==> config.mk <==
export PLATFORM = sky130hd
export DESIGN_NAME = video_source_switch
export DESIGN_NICKNAME = d
export VERILOG_FILES = /design/src/rtl/video_source_switch.sv
export SDC_FILE = /design/constraint.sdc
export NUM_CORES = 1
export LEC_CHECK = 0
export CAP_MARGIN = 10
export CORE_UTILIZATION = 46
export CTS_CLUSTER_SIZE = 40
export DETAILED_ROUTE_END_ITERATION = 16
export MAX_ROUTING_LAYER = met4
export PLACE_DENSITY = 0.8
export SETUP_SLACK_MARGIN = 0.5
export SYNTH_ARGS = -nofsm -noshare
export SYNTH_HDL_FRONTEND = slang
export SYNTH_SLANG_ARGS = --single-unit
==> constraint.sdc <==
create_clock -name clk -period 2.6 [get_ports clk]
set_input_delay 0.39 -clock clk [delete_from_list [all_inputs] [get_ports clk]]
set_output_delay 0.39 -clock clk [all_outputs]
set_load 0.005 [all_outputs]
==> src/rtl/video_source_switch.sv <==
// ---------------------------------------------------------------------------
// video_source_switch
// Selects between an HDMI input stream and a colour-bar pattern stream, both
// synchronous to clk. The input is used only once it has held lock for
// LOCK_FRAMES frames. Requested switches are aligned to the vsync rise of the
// new source. Lock loss or a vsync watchdog timeout forces an immediate
// return to the pattern.
//
// Parameters
//   LOCK_FRAMES : consecutive locked input frames before the input qualifies
//   VS_TIMEOUT  : max clk cycles between input vsync rises before input is lost
//
// Ports
//   clk, rst                 : pixel clock, async active-low reset
//   sel_req                  : 1 = request HDMI input, 0 = request pattern
//   in_locked                : HDMI receiver lock
//   in_* (hsync/vsync/de/rgb): HDMI input stream
//   pg_* (hsync/vsync/de/rgb): colour-bar generator stream
//   hsync/vsync/de/red/green/blue : selected stream, 1 clk latency
//   active_src               : 1 = input currently driving the outputs
//   in_ok                    : input qualified
//
// Optional feature: define SOURCE_SWITCH_MUTE_EN to blank de/rgb for one
// output frame after every switch (hsync/vsync keep passing through).
// ---------------------------------------------------------------------------
module video_source_switch #(
  parameter int unsigned LOCK_FRAMES = 4,
  parameter int unsigned VS_TIMEOUT  = 2000000
) (
  input  logic       clk,
  input  logic       rst,
  input  logic       sel_req,
  input  logic       in_locked,
  input  logic       in_hsync,
  input  logic       in_vsync,
  input  logic       in_de,
  input  logic [7:0] in_red,
  input  logic [7:0] in_green,
  input  logic [7:0] in_blue,
  input  logic       pg_hsync,
  input  logic       pg_vsync,
  input  logic       pg_de,
  input  logic [7:0] pg_red,
  input  logic [7:0] pg_green,
  input  logic [7:0] pg_blue,
  output logic       hsync,
  output logic       vsync,
  output logic       de,
  output logic [7:0] red,
  output logic [7:0] green,
  output logic [7:0] blue,
  output logic       active_src,
  output logic       in_ok
);

  localparam int unsigned LW = $clog2(LOCK_FRAMES + 1);
  localparam int unsigned WW = $clog2(VS_TIMEOUT + 1);
  localparam int unsigned SW = 27;

  localparam logic [1:0] ST_PATTERN = 2'd0;
  localparam logic [1:0] ST_ARM_IN  = 2'd1;
  localparam logic [1:0] ST_INPUT   = 2'd2;
  localparam logic [1:0] ST_ARM_PAT = 2'd3;

  logic [1:0]    state;
  logic [1:0]    state_next;
  logic          in_vs_q;
  logic          pg_vs_q;
  logic [LW-1:0] lock_cnt;
  logic [LW-1:0] lock_next;
  logic [WW-1:0] wd_cnt;
  logic [WW-1:0] wd_next;
  logic          in_rise_c;
  logic          pg_rise_c;
  logic          wd_expire_c;
  logic          lock_ok_c;
  logic          force_c;
  logic          route_c;
  logic [SW-1:0] stream_c;
  logic [SW-1:0] out_c;

  // Vsync rise detection against the previous sample
  assign in_rise_c = in_vsync & ~in_vs_q;
  assign pg_rise_c = pg_vsync & ~pg_vs_q;

  // A vsync rise in the same cycle rescues the input from a pending expiry
  assign wd_expire_c = (wd_cnt == WW'(VS_TIMEOUT)) & ~in_rise_c;
  assign lock_ok_c   = (lock_cnt == LW'(LOCK_FRAMES));
  assign force_c     = ~in_locked | wd_expire_c;

  // Lock qualifier and watchdog next values
  always_comb begin
    lock_next = lock_cnt;
    if (!in_locked) begin
      lock_next = '0;
    end else if (in_rise_c) begin
      if (!lock_ok_c) lock_next = lock_cnt + LW'(1);
    end else if (wd_expire_c) begin
      lock_next = '0;
    end
    wd_next = wd_cnt;
    if (in_rise_c) begin
      wd_next = '0;
    end else if (wd_cnt != WW'(VS_TIMEOUT)) begin
      wd_next = wd_cnt + WW'(1);
    end
  end

  // Next-state logic; forced fallback outranks every other transition
  always_comb begin
    state_next = state;
    case (state)
      ST_PATTERN: begin
        if (sel_req && lock_ok_c) state_next = ST_ARM_IN;
      end
      ST_ARM_IN: begin
        if (!sel_req || !lock_ok_c) state_next = ST_PATTERN;
        else if (in_rise_c)         state_next = ST_INPUT;
      end
      ST_INPUT: begin
        if (force_c)       state_next = ST_PATTERN;
        else if (!sel_req) state_next = ST_ARM_PAT;
      end
      ST_ARM_PAT: begin
        if (force_c)        state_next = ST_PATTERN;
        else if (sel_req)   state_next = ST_INPUT;
        else if (pg_rise_c) state_next = ST_PATTERN;
      end
      default: state_next = ST_PATTERN;
    endcase
  end

  // Route from the next state so the triggering vsync rise comes from the new source
  assign route_c  = (state_next == ST_INPUT) || (state_next == ST_ARM_PAT);
  assign stream_c = route_c ?
                    {in_hsync, in_vsync, in_de, in_red, in_green, in_blue} :
                    {pg_hsync, pg_vsync, pg_de, pg_red, pg_green, pg_blue};

`ifdef SOURCE_SWITCH_MUTE_EN
  logic mute_q;
  logic mute_next_c;

  // Mute starts on a source change and ends at the following output vsync rise
  always_comb begin
    mute_next_c = mute_q;
    if (route_c != active_src) begin
      mute_next_c = 1'b1;
    end else if (stream_c[25] && !vsync) begin
      mute_next_c = 1'b0;
    end
  end

  always_ff @(posedge clk or negedge rst) begin
    if (!rst) mute_q <= 1'b0;
    else      mute_q <= mute_next_c;
  end

  assign out_c = mute_next_c ? {stream_c[26:25], 25'd0} : stream_c;
`else
  assign out_c = stream_c;
`endif

  // State, qualifier and watchdog registers
  always_ff @(posedge clk or negedge rst) begin
    if (!rst) begin
      state    <= ST_PATTERN;
      in_vs_q  <= 1'b0;
      pg_vs_q  <= 1'b0;
      lock_cnt <= '0;
      wd_cnt   <= '0;
    end else begin
      state    <= state_next;
      in_vs_q  <= in_vsync;
      pg_vs_q  <= pg_vsync;
      lock_cnt <= lock_next;
      wd_cnt   <= wd_next;
    end
  end

  // Registered outputs
  always_ff @(posedge clk or negedge rst) begin
    if (!rst) begin
      hsync      <= 1'b0;
      vsync      <= 1'b0;
      de         <= 1'b0;
      red        <= 8'd0;
      green      <= 8'd0;
      blue       <= 8'd0;
      active_src <= 1'b0;
      in_ok      <= 1'b0;
    end else begin
      {hsync, vsync, de, red, green, blue} <= out_c;
      active_src <= route_c;
      in_ok      <= (lock_next == LW'(LOCK_FRAMES));
    end
  end

endmodule

---- Word-level counts from Yosys, hierarchy flattened ----
Index checks and enable logic that the tools add are counted.
cells by class
  muxes and demuxes ....................... 16
  add/subtract/negate cells ............... 2
  bitwise operators ....................... 8
  equality and inequality tests ........... 9
  reduce and logical (&&, ||, !) cells .... 7
operator list
  kind                                                             count
  21-bit two-way mux                                               2
  27-bit two-way mux                                               1
  21-bit by 1-bit adder with 21-bit output, second input constant  1
  21-bit == test, second input constant                            1
  21-bit inequality test, second input constant                    1
  2-bit two-way mux                                                8
  3-bit two-way mux                                                4
  2-bit == test, second input constant                             4
  2-bit case mux with 4 select lines                               1
  3-bit == test, second input constant                             2
  1-bit inverter                                                   4
  3-bit by 1-bit adder with 3-bit output, second input constant    1
  1-bit bitwise AND                                                3
  2-bit by 1-bit == test with 1-bit output, second input constant  1
  1-bit zero test                                                  2
  2-bit zero test                                                  1
  1-bit logical OR                                                 2
  2-bit nonzero test                                               1
  1-bit logical AND                                                1
  1-bit bitwise OR                                                 1
word-level totals
  word-level logic and storage cells ...... 55
  input bits .............................. 58
  output and inout bits ................... 29
  register bits ........................... 57

---- Longest topological paths before layout ----
  word-level depth ........................ 10
  gate-level depth with buffers ........... 7
  gate-level depth less buffers ........... 6

---- Worst setup path before layout ----
Ideal clock, no wire load.
  path kind ............................... reg-to-reg
  start point ............................. register wd_cnt[0]
  end point ............................... register blue[6]
  arrival time ............................ 1.995 ns
  period minus slack after synthesis ...... 2.123 ns
  data required time ...................... 2.472 ns
  stages on the path, launching flop included .. 8
  setup slack ............................. 0.477 ns
  path through ............................ dfrtp_1 > inv_1 > ha_1 > and3b_1 > nand4_1 > o32ai_4 > buf_4 > mux2_1
between the ends
  cells in the longest elaborated chain, start to end .. 8
RTL lines
  what                                    RTL line  RTL
  from (decl)                             71        logic [WW-1:0] wd_cnt;
  from (signal assigned)                  176       wd_cnt <= wd_next;
  21-bit == test (*)                      87        assign wd_expire_c = (wd_cnt == WW'(VS_TIMEOUT)) & ~in_rise_c;
  1-bit bitwise AND (*)                   87
  1-bit bitwise OR (*)                    89        assign force_c = ~in_locked | wd_expire_c;
  2-bit two-way mux (on tied branches)    125, 121
  2-bit case mux with 4 select lines (*)  112       case (state)
  2-bit == test                           134       assign route_c = (state_next == ST_INPUT) || (state_next == ST_ARM_PAT);
  1-bit logical OR (*)                    134
  27-bit two-way mux (*)                  135       assign stream_c = route_c ?
  named net out_c[6]                      80        logic [SW-1:0] out_c;
  to (signal assigned)                    192       {hsync, vsync, de, red, green, blue} <= out_c;
  to (decl)                               51        output logic [7:0] blue,
Mark *: on every way through the listed nets, which the timed path passes. The rest lies on a longest branch.
A chain may end at the register's enable or synchronous reset.

---- Worst setup path in the final report ----
  start point ............................. register wd_cnt[6]
  end point ............................... register blue[5]
The elaborated chain is that of the path after synthesis.

==> reports/qor_table.md <==
| Result | This run | Unit |
|:---|:---|:---|
| Result of the run | complete, no violations | - |
| Slew Limit Fails | 0 | - |
| Number of nets produced by synthesis | 301 | - |
| Sequential area share after synthesis | 51.7 | % |
| Starting utilization of the core area | 48.3 | % |
| Post-layout worst setup margin | 0.532 | ns |
| Maximum level of the CTS H-tree | 2 | - |
| Num CTS Buffers | 5 | - |
| Final antenna diode count | 0 | - |
| Placement Cell Area | 3620 | sq um |
| DPL Wire Length | 4690 | um |
| Share of Yosys cell area claimed by the top area cell type | 51.7 | % |
| Max Root-Sink Buffers | 2 | - |
| Total gr overflow | 0 | - |
| Remaining antenna violation count after routing | 0 | - |
| Final weighted congestion in routability-driven placement | 0.817 | - |
| Area Overhead vs Synth | 42.6 | % |
| Maximum number of pins on one net before global-route repair | 28 | - |
| Worst setup path category | reg -> reg | - |
| Count of vias placed by the detailed router | 2,236 | - |
| Router iterations before antenna repair | 4 | - |
| Endpoint type of the worst setup path | flop | - |
| Clock tree from TritonCTS | built | - |
| Grt met2 use | 34.5 | % |
| Leakage power of the design | 1.60 | nW |
| Max-capacitance violation count | 0 | - |
| Aggregate global-route resource usage | 22.5 | % |
| Synthesized flop and latch total | 56 | - |
| Via density per instance | 5.51 | - |
| Post-synthesis cell area | 2710 | sq um |
| Wirelength per Cell | 16.6 | um |
| Power Dens Cells | 455 | nW/um^2 |
| Worst max-slew margin expressed relative to the limit | 62.1 | % |
| Max frequency | 484 | MHz |
| Worst Setup Start Kind | flop | - |
| IO Count | 87 | - |
| Post-Route Hold Slack | 0.0518 | ns |
| Unrepaired setup endpoints after global routing | yes | - |
| Violation count after the first detailed-routing iteration | 175 | - |
| Commonest non-fill, non-tap cells in the layout | sky130_fd_sc_hd__clkdlybuf4s50_1, sky130_fd_sc_hd__dfrtp_1, sky130_fd_sc_hd__nand2_1 | - |
| Worst endpoint required time | 2.80 | ns |
| Peak-usage layer in the global routing report | met2 | - |
| Mapped Cells | 239 | - |
| EDFF count, synth | 0 | - |
| Root buffer cell | sky130_fd_sc_hd__clkbuf_8 | - |
| Port bufs | 86 | - |
| Share of the cycle needed by the critical path after routing | 79.5 | % |
| Async set-reset flop share out of synthesis | 100 | % |
| Peak supply drop | 0.280 | mV |
| Shortest period the worst path allows | 2.07 | ns |
| Count of hold-fix buffers inserted at cts | 0 | - |
| Final clock skew | 0.0109 | ns |
| Met1 layer usage reported by global route | 28.5 | % |
| Measured slew at the worst slew-check pin | 0.563 | ns |
| Core Box Area | 5610 | sq um |
| First-pass GRT wire length | 10,400 | um |
| Total power after layout | 1.76 | mW |
| Synth Area per Inst | 11.3 | sq um |
| Setup TNS Final | 0 | ns |
| Main flop type after synthesis | sky130_fd_sc_hd__dfrtp_1 | - |
| Layout cell share with drive strength beyond 1 | 14.4 | % |
| Die X-Extent | 78.7 | um |
| Insertion delay to the later sink of the worst-skew pair | 0.31 | ns |
| Net total in the final layout | 395 | - |
| Routed wire length | 6730 | um |
| Number of clock sinks | 56 | - |
| Vias in the first global route | 2,196 | - |
| Biggest fanout along the worst timing path | 7 | - |
| Drt drc | 0 | - |
| Final hold violation count | 0 | - |
| Count of different cell masters after synthesis | 49 | - |
| Class of the tightest hold or removal check | in -> async | - |
| Vert. Die Dim | 78.7 | um |
| Commonest non-fill, non-tap cell in the layout | sky130_fd_sc_hd__clkdlybuf4s50_1 | - |
| Final setup violation count | 0 | - |
| Critical path data arrival time | 2.27 | ns |
| Worst slack at placement | 0.411 | ns |
| Largest cells by area after synthesis | sky130_fd_sc_hd__dfrtp_1, sky130_fd_sc_hd__mux2_1, sky130_fd_sc_hd__mux2_2, sky130_fd_sc_hd__nand2_1, sky130_fd_sc_hd__nor2_1 | - |
| Warnings, synthesis | 0 | - |
| Initial antenna violation count | 0 | - |
| Die outline area | 6200 | sq um |
| Cell type contributing the most total cell area after synthesis | sky130_fd_sc_hd__dfrtp_1 | - |
| Met3 global-route usage | 6.90 | % |
| Cell area after layout | 3860 | sq um |
| Cell Rows | 27 | - |
| Clock transition at the register clock pins on the worst setup and hold paths after CTS | 0.11 | ns |
## worst max-delay path, cell delays in order (launching register included)
cell and delay [ns]:
sky130_fd_sc_hd__dfrtp_1 0.50, sky130_fd_sc_hd__nor4_2 0.27, sky130_fd_sc_hd__nand4_1 0.24, sky130_fd_sc_hd__o32ai_4 0.31, sky130_fd_sc_hd__buf_12 0.16, sky130_fd_sc_hd__clkbuf_16 0.15
sky130_fd_sc_hd__mux2_2 0.32
## path summary, 6_finish.rpt
check                           start         end  slack, ns  cells past startpoint
max in group asynchronous         rst    green[5]       1.90                      2
hold reg to reg            wd_cnt[20]  wd_cnt[20]       0.59                      2
setup / recovery            wd_cnt[6]     blue[5]       0.53                      6
setup reg to reg            wd_cnt[6]     blue[5]       0.53                      6
min in group clk             pg_vsync     pg_vs_q       0.58                      1
hold / removal                    rst   wd_cnt[1]       0.05                      1
## layout make-up
cell class | count | area (sq um)
clock buffers | 7 | 86.3
clock inverters | 1 | 7.51
fillers | 428 | 1750
inverters | 10 | 37.5
multi-input cells | 162 | 1230
flip-flops and latches | 56 | 1410
well taps | 72 | 90.1
repair buffers | 98 | 1010
## per-layer routing
metal | vias up | share of wire, %
li1 | 1058 | -
met1 | 1093 | 43
met2 | 76 | 49
met3 | 9 | 6.4
met4 | 0 | 1.4
met5 | - | 0
## cells in the mapped netlist (all sizes together), types with 5 or more instances
cell / n
a21oi: 11
buf: 6
clkbuf: 5
dfrtp: 56
inv: 10
mux2: 26
nand2: 18
nand3: 9
nand4: 6
nor2: 17
nor4: 6
o21ai: 5
o31ai: 8
or4: 8
xnor2: 5
## metrics by stage
stage / util, % / std cells
6_report: 68.9 / 406
5_1_grt: 68.9 / 406
4_1_cts: 66.2 / 400
3_5_place_dp: 64.6 / 392
3_3_place_gp: 64.6 / 392
2_1_floorplan: - / 239
## where the power goes
group          internal (mW)  leakage (nW)  switching, mW
registers              0.919         0.705         0.0510
logic                  0.175         0.853          0.110
clock network          0.217        0.0445          0.284
## logic make-up after synthesis
kind of cell	share of synthesized area, %
fa+ha+maj	1.85
compound gates	9.42
flops	51.7
buf+inv	4.76
simple gates	18.5
xor+xnor	2.91
mux	10.8
## timing repair
item                                    4_1_cts  5_1_grt
setup buffers                                 0        3
endpoints found under the setup margin        0       27
resized for setup                             0       16
## flip-flops by register name, summed over array words and instances (netlist names)
signal / count
wd_cnt: 21
blue: 8
green: 8
red: 8
lock_cnt: 3
active_src: 1
de: 1
hsync: 1
in_ok: 1
in_vs_q: 1
pg_vs_q: 1
state: 1
vsync: 1
Power figures use the tool's default switching activity.
